[src/rtl/dcache_responder_if.sv]
// dcache_responder_if: pipeline-side request/response and line-burst memory signals of the data cache.
interface dcache_responder_if;
    logic         dcache_read;
    logic         dcache_write;
    logic [31:0]  dcache_addr;
    logic [3:0]   dcache_byte_enable;
    logic [31:0]  dcache_wdata;
    logic [31:0]  dcache_rdata;
    logic         dcache_resp;
    logic         pmem_read;
    logic         pmem_write;
    logic [31:0]  pmem_addr;
    logic [255:0] pmem_wdata;
    logic [255:0] pmem_rdata;
    logic         pmem_resp;

    modport slave (
        input  dcache_read, dcache_write, dcache_addr, dcache_byte_enable, dcache_wdata,
        output dcache_rdata, dcache_resp,
        output pmem_read, pmem_write, pmem_addr, pmem_wdata,
        input  pmem_rdata, pmem_resp
    );

    modport master (
        output dcache_read, dcache_write, dcache_addr, dcache_byte_enable, dcache_wdata,
        input  dcache_rdata, dcache_resp,
        input  pmem_read, pmem_write, pmem_addr, pmem_wdata,
        output pmem_rdata, pmem_resp
    );
endinterface

[src/rtl/dcache_responder.sv]
// dcache_responder: direct-mapped write-back write-allocate data cache with a 256-bit line burst port.
// Defining DCACHE_PERF_CNT_EN adds the perf_hits/perf_misses counter outputs.
module dcache_responder #(
    parameter int NUM_SETS = 16
) (
    input  logic clk,
    input  logic rst,
    dcache_responder_if.slave bus
`ifdef DCACHE_PERF_CNT_EN
    ,
    output logic [31:0] perf_hits,
    output logic [31:0] perf_misses
`endif
);
    localparam int IDX_W = $clog2(NUM_SETS);
    localparam int TAG_W = 27 - IDX_W;

    typedef enum logic [1:0] {IDLE, WRITEBACK, FILL} state_t;

    state_t             r_state, w_next;
    logic [NUM_SETS-1:0] r_valid, r_dirty;
    logic [TAG_W-1:0]   r_tag [NUM_SETS];
    logic [255:0]       r_data [NUM_SETS];
    logic [IDX_W-1:0]   w_idx;
    logic [TAG_W-1:0]   w_tag;
    logic [7:0]         w_off;
    logic [255:0]       w_line;
    logic [31:0]        w_mask, w_merged;
    logic               w_req, w_hit, w_wr_hit, w_wb_done, w_fill_done, w_unused;

    assign w_idx       = bus.dcache_addr[4+IDX_W:5];
    assign w_tag       = bus.dcache_addr[31:5+IDX_W];
    assign w_off       = {bus.dcache_addr[4:2], 5'b0};
    assign w_line      = r_data[w_idx];
    assign w_req       = bus.dcache_read | bus.dcache_write;
    assign w_hit       = r_valid[w_idx] && r_tag[w_idx] == w_tag;
    assign w_wr_hit    = r_state == IDLE && bus.dcache_write && w_hit;
    assign w_wb_done   = r_state == WRITEBACK && bus.pmem_resp;
    assign w_fill_done = r_state == FILL && bus.pmem_resp;
    assign w_mask      = {{8{bus.dcache_byte_enable[3]}}, {8{bus.dcache_byte_enable[2]}},
                          {8{bus.dcache_byte_enable[1]}}, {8{bus.dcache_byte_enable[0]}}};
    assign w_merged    = (w_line[w_off +: 32] & ~w_mask) | (bus.dcache_wdata & w_mask);
    assign w_unused    = &{1'b0, bus.dcache_addr[1:0]};

    always_comb begin
        w_next           = r_state;
        bus.dcache_resp  = 1'b0;
        bus.pmem_read    = 1'b0;
        bus.pmem_write   = 1'b0;
        bus.pmem_addr    = {w_tag, w_idx, 5'b0};
        bus.pmem_wdata   = w_line;
        bus.dcache_rdata = w_line[w_off +: 32];
        case (r_state)
            IDLE: begin
                bus.dcache_resp = w_req && w_hit;
                if (w_req && !w_hit) w_next = r_dirty[w_idx] ? WRITEBACK : FILL;
            end
            WRITEBACK: begin
                bus.pmem_write = 1'b1;
                bus.pmem_addr  = {r_tag[w_idx], w_idx, 5'b0};
                if (bus.pmem_resp) w_next = FILL;
            end
            FILL: begin
                bus.pmem_read = 1'b1;
                if (bus.pmem_resp) w_next = IDLE;
            end
            default: w_next = IDLE;
        endcase
    end

    always_ff @(posedge clk) begin
        if (rst) begin
            r_state <= IDLE;
            r_valid <= '0;
            r_dirty <= '0;
        end else begin
            r_state <= w_next;
            if (w_fill_done) begin
                r_valid[w_idx] <= 1'b1;
                r_dirty[w_idx] <= 1'b0;
            end else if (w_wb_done) r_dirty[w_idx] <= 1'b0;
            else if (w_wr_hit && |bus.dcache_byte_enable) r_dirty[w_idx] <= 1'b1;
        end
    end

    // Line storage carries no reset; valid bits alone gate its use.
    always_ff @(posedge clk) begin
        if (w_fill_done) begin
            r_data[w_idx] <= bus.pmem_rdata;
            r_tag[w_idx]  <= w_tag;
        end else if (w_wr_hit) r_data[w_idx][w_off +: 32] <= w_merged;
    end

`ifdef DCACHE_PERF_CNT_EN
    always_ff @(posedge clk) begin
        if (rst) begin
            perf_hits   <= '0;
            perf_misses <= '0;
        end else if (r_state == IDLE && w_req) begin
            perf_hits   <= perf_hits + {31'b0, w_hit};
            perf_misses <= perf_misses + {31'b0, !w_hit};
        end
    end
`endif
endmodule

[src/flat_wrapper.sv]
// flat-port wrapper written by rule: the top's interface ports become plain ports
module dcache_responder_flat 
#(
    parameter int NUM_SETS = 16
)
  (clk, rst, bus_dcache_read, bus_dcache_write, bus_dcache_addr, bus_dcache_byte_enable, bus_dcache_wdata, bus_dcache_rdata, bus_dcache_resp, bus_pmem_read, bus_pmem_write, bus_pmem_addr, bus_pmem_wdata, bus_pmem_rdata, bus_pmem_resp);
  dcache_responder_if bus_i ();
  input  logic clk;
  input  logic rst;
  input wire logic [$bits(bus_i.dcache_read)-1:0] bus_dcache_read;
  input wire logic [$bits(bus_i.dcache_write)-1:0] bus_dcache_write;
  input wire logic [$bits(bus_i.dcache_addr)-1:0] bus_dcache_addr;
  input wire logic [$bits(bus_i.dcache_byte_enable)-1:0] bus_dcache_byte_enable;
  input wire logic [$bits(bus_i.dcache_wdata)-1:0] bus_dcache_wdata;
  output wire logic [$bits(bus_i.dcache_rdata)-1:0] bus_dcache_rdata;
  output wire logic [$bits(bus_i.dcache_resp)-1:0] bus_dcache_resp;
  output wire logic [$bits(bus_i.pmem_read)-1:0] bus_pmem_read;
  output wire logic [$bits(bus_i.pmem_write)-1:0] bus_pmem_write;
  output wire logic [$bits(bus_i.pmem_addr)-1:0] bus_pmem_addr;
  output wire logic [$bits(bus_i.pmem_wdata)-1:0] bus_pmem_wdata;
  input wire logic [$bits(bus_i.pmem_rdata)-1:0] bus_pmem_rdata;
  input wire logic [$bits(bus_i.pmem_resp)-1:0] bus_pmem_resp;
  assign bus_i.dcache_read = bus_dcache_read;
  assign bus_i.dcache_write = bus_dcache_write;
  assign bus_i.dcache_addr = bus_dcache_addr;
  assign bus_i.dcache_byte_enable = bus_dcache_byte_enable;
  assign bus_i.dcache_wdata = bus_dcache_wdata;
  assign bus_dcache_rdata = bus_i.dcache_rdata;
  assign bus_dcache_resp = bus_i.dcache_resp;
  assign bus_pmem_read = bus_i.pmem_read;
  assign bus_pmem_write = bus_i.pmem_write;
  assign bus_pmem_addr = bus_i.pmem_addr;
  assign bus_pmem_wdata = bus_i.pmem_wdata;
  assign bus_i.pmem_rdata = bus_pmem_rdata;
  assign bus_i.pmem_resp = bus_pmem_resp;
  dcache_responder #(.NUM_SETS(NUM_SETS)) u_core (.clk(clk), .rst(rst), .bus(bus_i));
endmodule
[config.mk]
export PLATFORM = sky130hd
export DESIGN_NAME = dcache_responder_flat
export DESIGN_NICKNAME = d
export VERILOG_FILES = /design/src/rtl/dcache_responder_if.sv /design/src/rtl/dcache_responder.sv /design/src/flat_wrapper.sv
export SDC_FILE = /design/constraint.sdc
export NUM_CORES = 2
export LEC_CHECK = 0
export BUFFER_PORTS_ARGS = -buffer_cell sky130_fd_sc_hd__buf_2
export CAP_MARGIN = 10
export CORE_ASPECT_RATIO = 1.5
export CORE_MARGIN = 1
export CORE_UTILIZATION = 44
export CTS_CLUSTER_DIAMETER = 150
export DETAILED_ROUTE_END_ITERATION = 16
export PLACE_DENSITY = 0.59
export SYNTH_ARGS = -nofsm -noshare
export SYNTH_HDL_FRONTEND = slang
export SYNTH_MEMORY_MAX_BITS = 65536
export SYNTH_SLANG_ARGS = --single-unit
[constraint.sdc]
create_clock -name clk -period 8.9 [get_ports clk]
set_input_delay 0.445 -clock clk [delete_from_list [all_inputs] [get_ports clk]]
set_output_delay 0.445 -clock clk [all_outputs]
set_load 0.02 [all_outputs]
==> results.yml <==
run_status:
  status: "finished, final reports clean"
routing:
  drt_pass1_iterations: 6
  ant_nets: 0
  wl_mm: 572
  vias_per_cell: 6.26
  drtIter0Drc: 11600
  via_count: 93100
  wl_per_cell_um: 38.5
  drc: 0
power_and_ir_drop:
  p_sw_mw: 10.6
  power-per-cell-area_mw_per_mm2: 220
  power_frac_seq_pct: 51.6
  sw_frac_of_total_pct: 23.3
  power_mw: 45.4
  power_frac_clock_pct: 40.5
  leakagePower_nw: 65.5
  ir_drop_uv: 180
  p_comb_share_pct: 7.9
  p_int_mw: 34.8
synthesis:
  ys_warn_count: 0
  async_flop_share_pct: 0
  synthSimpleGateAreaFrac_pct: 1.24
  avgSynthCellArea_um2: 22.2
  synth-main-ff-cell: "edfxtp_1"
  synth_compound_area_share_pct: 2.01
  synth_top_family_by_area: "multiplexers"
  synth_mux_area_share_pct: 19.6
  synthXorXnorAreaFrac_pct: 0.0886
  synth_area_mm2: 0.178
  ys_ff_latch: 4498
  synth_seq_area_share_pct: 75.7
  synth-edff-count: 4464
  synthCells: 8028
  synthAdderAreaFrac_pct: 0.0141
  synth_cell_types: 66
sta:
  finClkSkew_ns: 0.0827
  fin_crit_ns: 6.62
  slew_headroom_pct: 6.55
  worst_pin_slew_ns: 1.40
  finalCritPeriodShare_pct: 74.4
  fmax_mhz: 151
  rsz0062_at_grt: "no"
  setup_tns_ns: 0
  slew_viol_final: 0
  finalHoldViolations: 0
  setup_viol: 0
floorplan:
  num_io_pins: 652
  die-area_mm2: 0.407
  dieHeight_um: 781
  dieWidth_um: 521
  initial_core_util_pct: 44.3
  core-area_mm2: 0.402
  rows: 285
cells_and_area:
  layout-drive-gt1-share_pct: 35.4
  post-route-util_pct: 51.3
  areaGrowthSynthToFinish_pct: 15.8
  fill_cells: 31500
  fin_nets: 9424
setup_path:
  cp_max_fo: 106
  criticalPathCategory: "input pin to output pin"
  critPathArrivalTime_ns: 6.17
  setup.worst_path.start_class: "input pin"
  cp-end-kind: "output pin"
  required_ns: 8.46
clock_network:
  cts-root-buf: "clkbuf_16"
  cts_tree: "done"
  clock_path_buffers: 4
  clk_pin_slew_worst_paths_ns: 0.06
  cts_inserted_buffers: 420
  clkLatencyLatePin_ns: 1.05
  cts.sinks: 4498
  cts_resized: 0
  cts_max_level: 5
global_routing:
  grt_usage_pct: 27.8
  overflow: 0
  grt_pass1_vias: 90700
  grt_max_degree: 107
  antenna_found_initial: 95
  grt_pass1_wl_mm: 770
job:
  cap_violations: 0
hold_path:
  holdCritPathClass: "input pin to register"
place:
  globalplace.congestion: 0.846
  dp_hpwl_mm: 363
  numPortBuffers: 644
==> sequential cells by signal (all words and copies together) (netlist names), named ones only <==
signal,cells
u_core.r_state,2
u_core.r_tag,368
u_core.r_valid,16
u_core.r_data,4096
==> critical path, cell delays in order <==
cell     delay (ns)
buf_12         0.50
buf_4          0.73
buf_4          0.83
mux4_2         0.60
mux4_2         0.54
o22ai_1        0.99
nor2_1         0.53
nand2_1        0.33
nor2_1         0.12
buf_2          0.23
==> Yosys cell counts (6+ instances only) <==
| master | n | area, um2 |
|---|---|---|
| edfxtp_1 | 4464 | 134000 |
| mux4_2 | 1240 | 27900 |
| mux2i_1 | 314 | 3140 |
| mux2_2 | 311 | 3500 |
| a21oi_1 | 245 | 1230 |
| nor2_1 | 228 | 856 |
| nand2_1 | 195 | 732 |
| clkbuf_1 | 193 | 724 |
| buf_2 | 189 | 946 |
| o21ai_0 | 105 | 526 |
| a22oi_1 | 71 | 533 |
| o22ai_1 | 69 | 432 |
| buf_1 | 59 | 221 |
| dfxtp_1 | 34 | 681 |
| o31ai_1 | 31 | 233 |
| buf_4 | 29 | 218 |
| mux2_1 | 24 | 270 |
| buf_6 | 20 | 225 |
| nand3_1 | 20 | 100 |
| o211ai_1 | 16 | 120 |
| nor2b_1 | 15 | 93.8 |
| inv_1 | 14 | 52.6 |
| nand4_1 | 14 | 87.6 |
| xnor2_1 | 14 | 123 |
| o41ai_1 | 11 | 96.3 |
| a211oi_1 | 10 | 75.1 |
| nor3_1 | 10 | 50.1 |
| a22o_1 | 8 | 70.1 |
| nand2b_1 | 6 | 37.5 |
==> what timing repair did <==
item | CTS | global route
hold endpoints to repair | 2254 | 0
hold buffers | 156 | 0
setup buffers | 0 | 0
setup endpoints to repair | 0 | 0
==> cells in the final DEF (no fill, tap or decap), types with 8 or more instances in the layout <==
cell type,n
a21oi_4,128
nor2b_1,15
mux2_1,24
o31ai_4,28
mux2_2,311
nand3_2,10
inv_6,13
edfxtp_1,4464
clkbuf_1,90
o21ai_0,105
inv_1,13
xnor2_1,14
a21oi_1,117
o211ai_1,16
clkinv_2,80
nor2_1,205
a22o_1,8
buf_2,641
o41ai_1,11
clkinvlp_4,14
a22oi_1,71
clkinv_1,67
nor3_1,10
nand2_1,184
o22ai_1,69
clkbuf_16,427
bufinv_16,51
nor2_4,20
a211oi_1,10
diode_2,118
buf_4,309
mux4_2,1240
dlygate4sd3_1,156
mux2i_1,314
buf_12,21
dfxtp_1,34
nand4_1,14
nand2_2,10
==> power by group through the flow <==
stage / registers (mW) / logic (mW) / clock network (mW)
detailed placement: 23.9 / 3.52 / 0
global placement: 23.9 / 3.48 / 0
floorplan: 23.9 / 1.76 / 0
finish: 23.4 / 3.59 / 18.4
global route: 23.4 / 3.70 / 19.3
CTS: 23.4 / 3.59 / 18.6
==> cells by family (layout without fill, tap and decap cells) <==
group                    Yosys count  in the layout
AO/OA/AOI/OAI                    596            596
XOR/XNOR                          18             18
adder cells (fa/ha/maj)            2              2
buffers and inverters            506           1909
flip-flops                      4498           4498
multiplexers                    1889           1889
other                              1            123
AND/OR/NAND/NOR                  518            518
==> layout make-up <==
class | instances | area (um2) | area share, %
Tap cell | 5309 | 6640 | 3.22
Inverter | 15 | 61.3 | 0.0297
Sequential cell | 4498 | 135000 | 65.4
Multi-Input combinational cell | 3028 | 42900 | 20.8
Clock buffer | 520 | 11100 | 5.37
Antenna cell | 118 | 295 | 0.143
Clock inverter | 244 | 2790 | 1.36
Timing Repair Buffer | 1130 | 7550 | 3.67
==> worst paths after layout <==
check                                             end                start  slack, ns  cells past startpoint
worst max-delay path             bus_dcache_rdata[13]   bus_dcache_addr[5]       2.28                     10
worst min-delay path            u_core.r_data[12][77]   bus_pmem_rdata[77]       0.05                      2
worst max register to register  u_core.r_data[4][176]  u_core.r_tag[9][12]       2.97                     10
worst min register to register     u_core.r_valid[10]   u_core.r_valid[10]       0.46                      2
==> routing by layer <==
metal / GRT usage (%) / wire length [um] / vias to the layer above
met3: 6.30 / 60200 / 806
met2: 43.5 / 272000 / 5419
li1: - / - / 36300
met1: 37.6 / 214000 / 50600
met5: 0 / 119 / -
met4: 11.9 / 24700 / 18
==> through the flow <==
step	hold slack, ns	instance area (um2)	setup WS, ns	cells
floorplan	0.434	178000	3.38	8032
global placement	0.444	190000	1.56	13800
detailed placement	0.453	190000	1.61	13800
CTS	0.000827	206000	2.35	14700
global route	0.0534	206000	2.09	14800
finish	0.0518	206000	2.28	14900
Note: power is estimated with default switching activity, not from simulation.
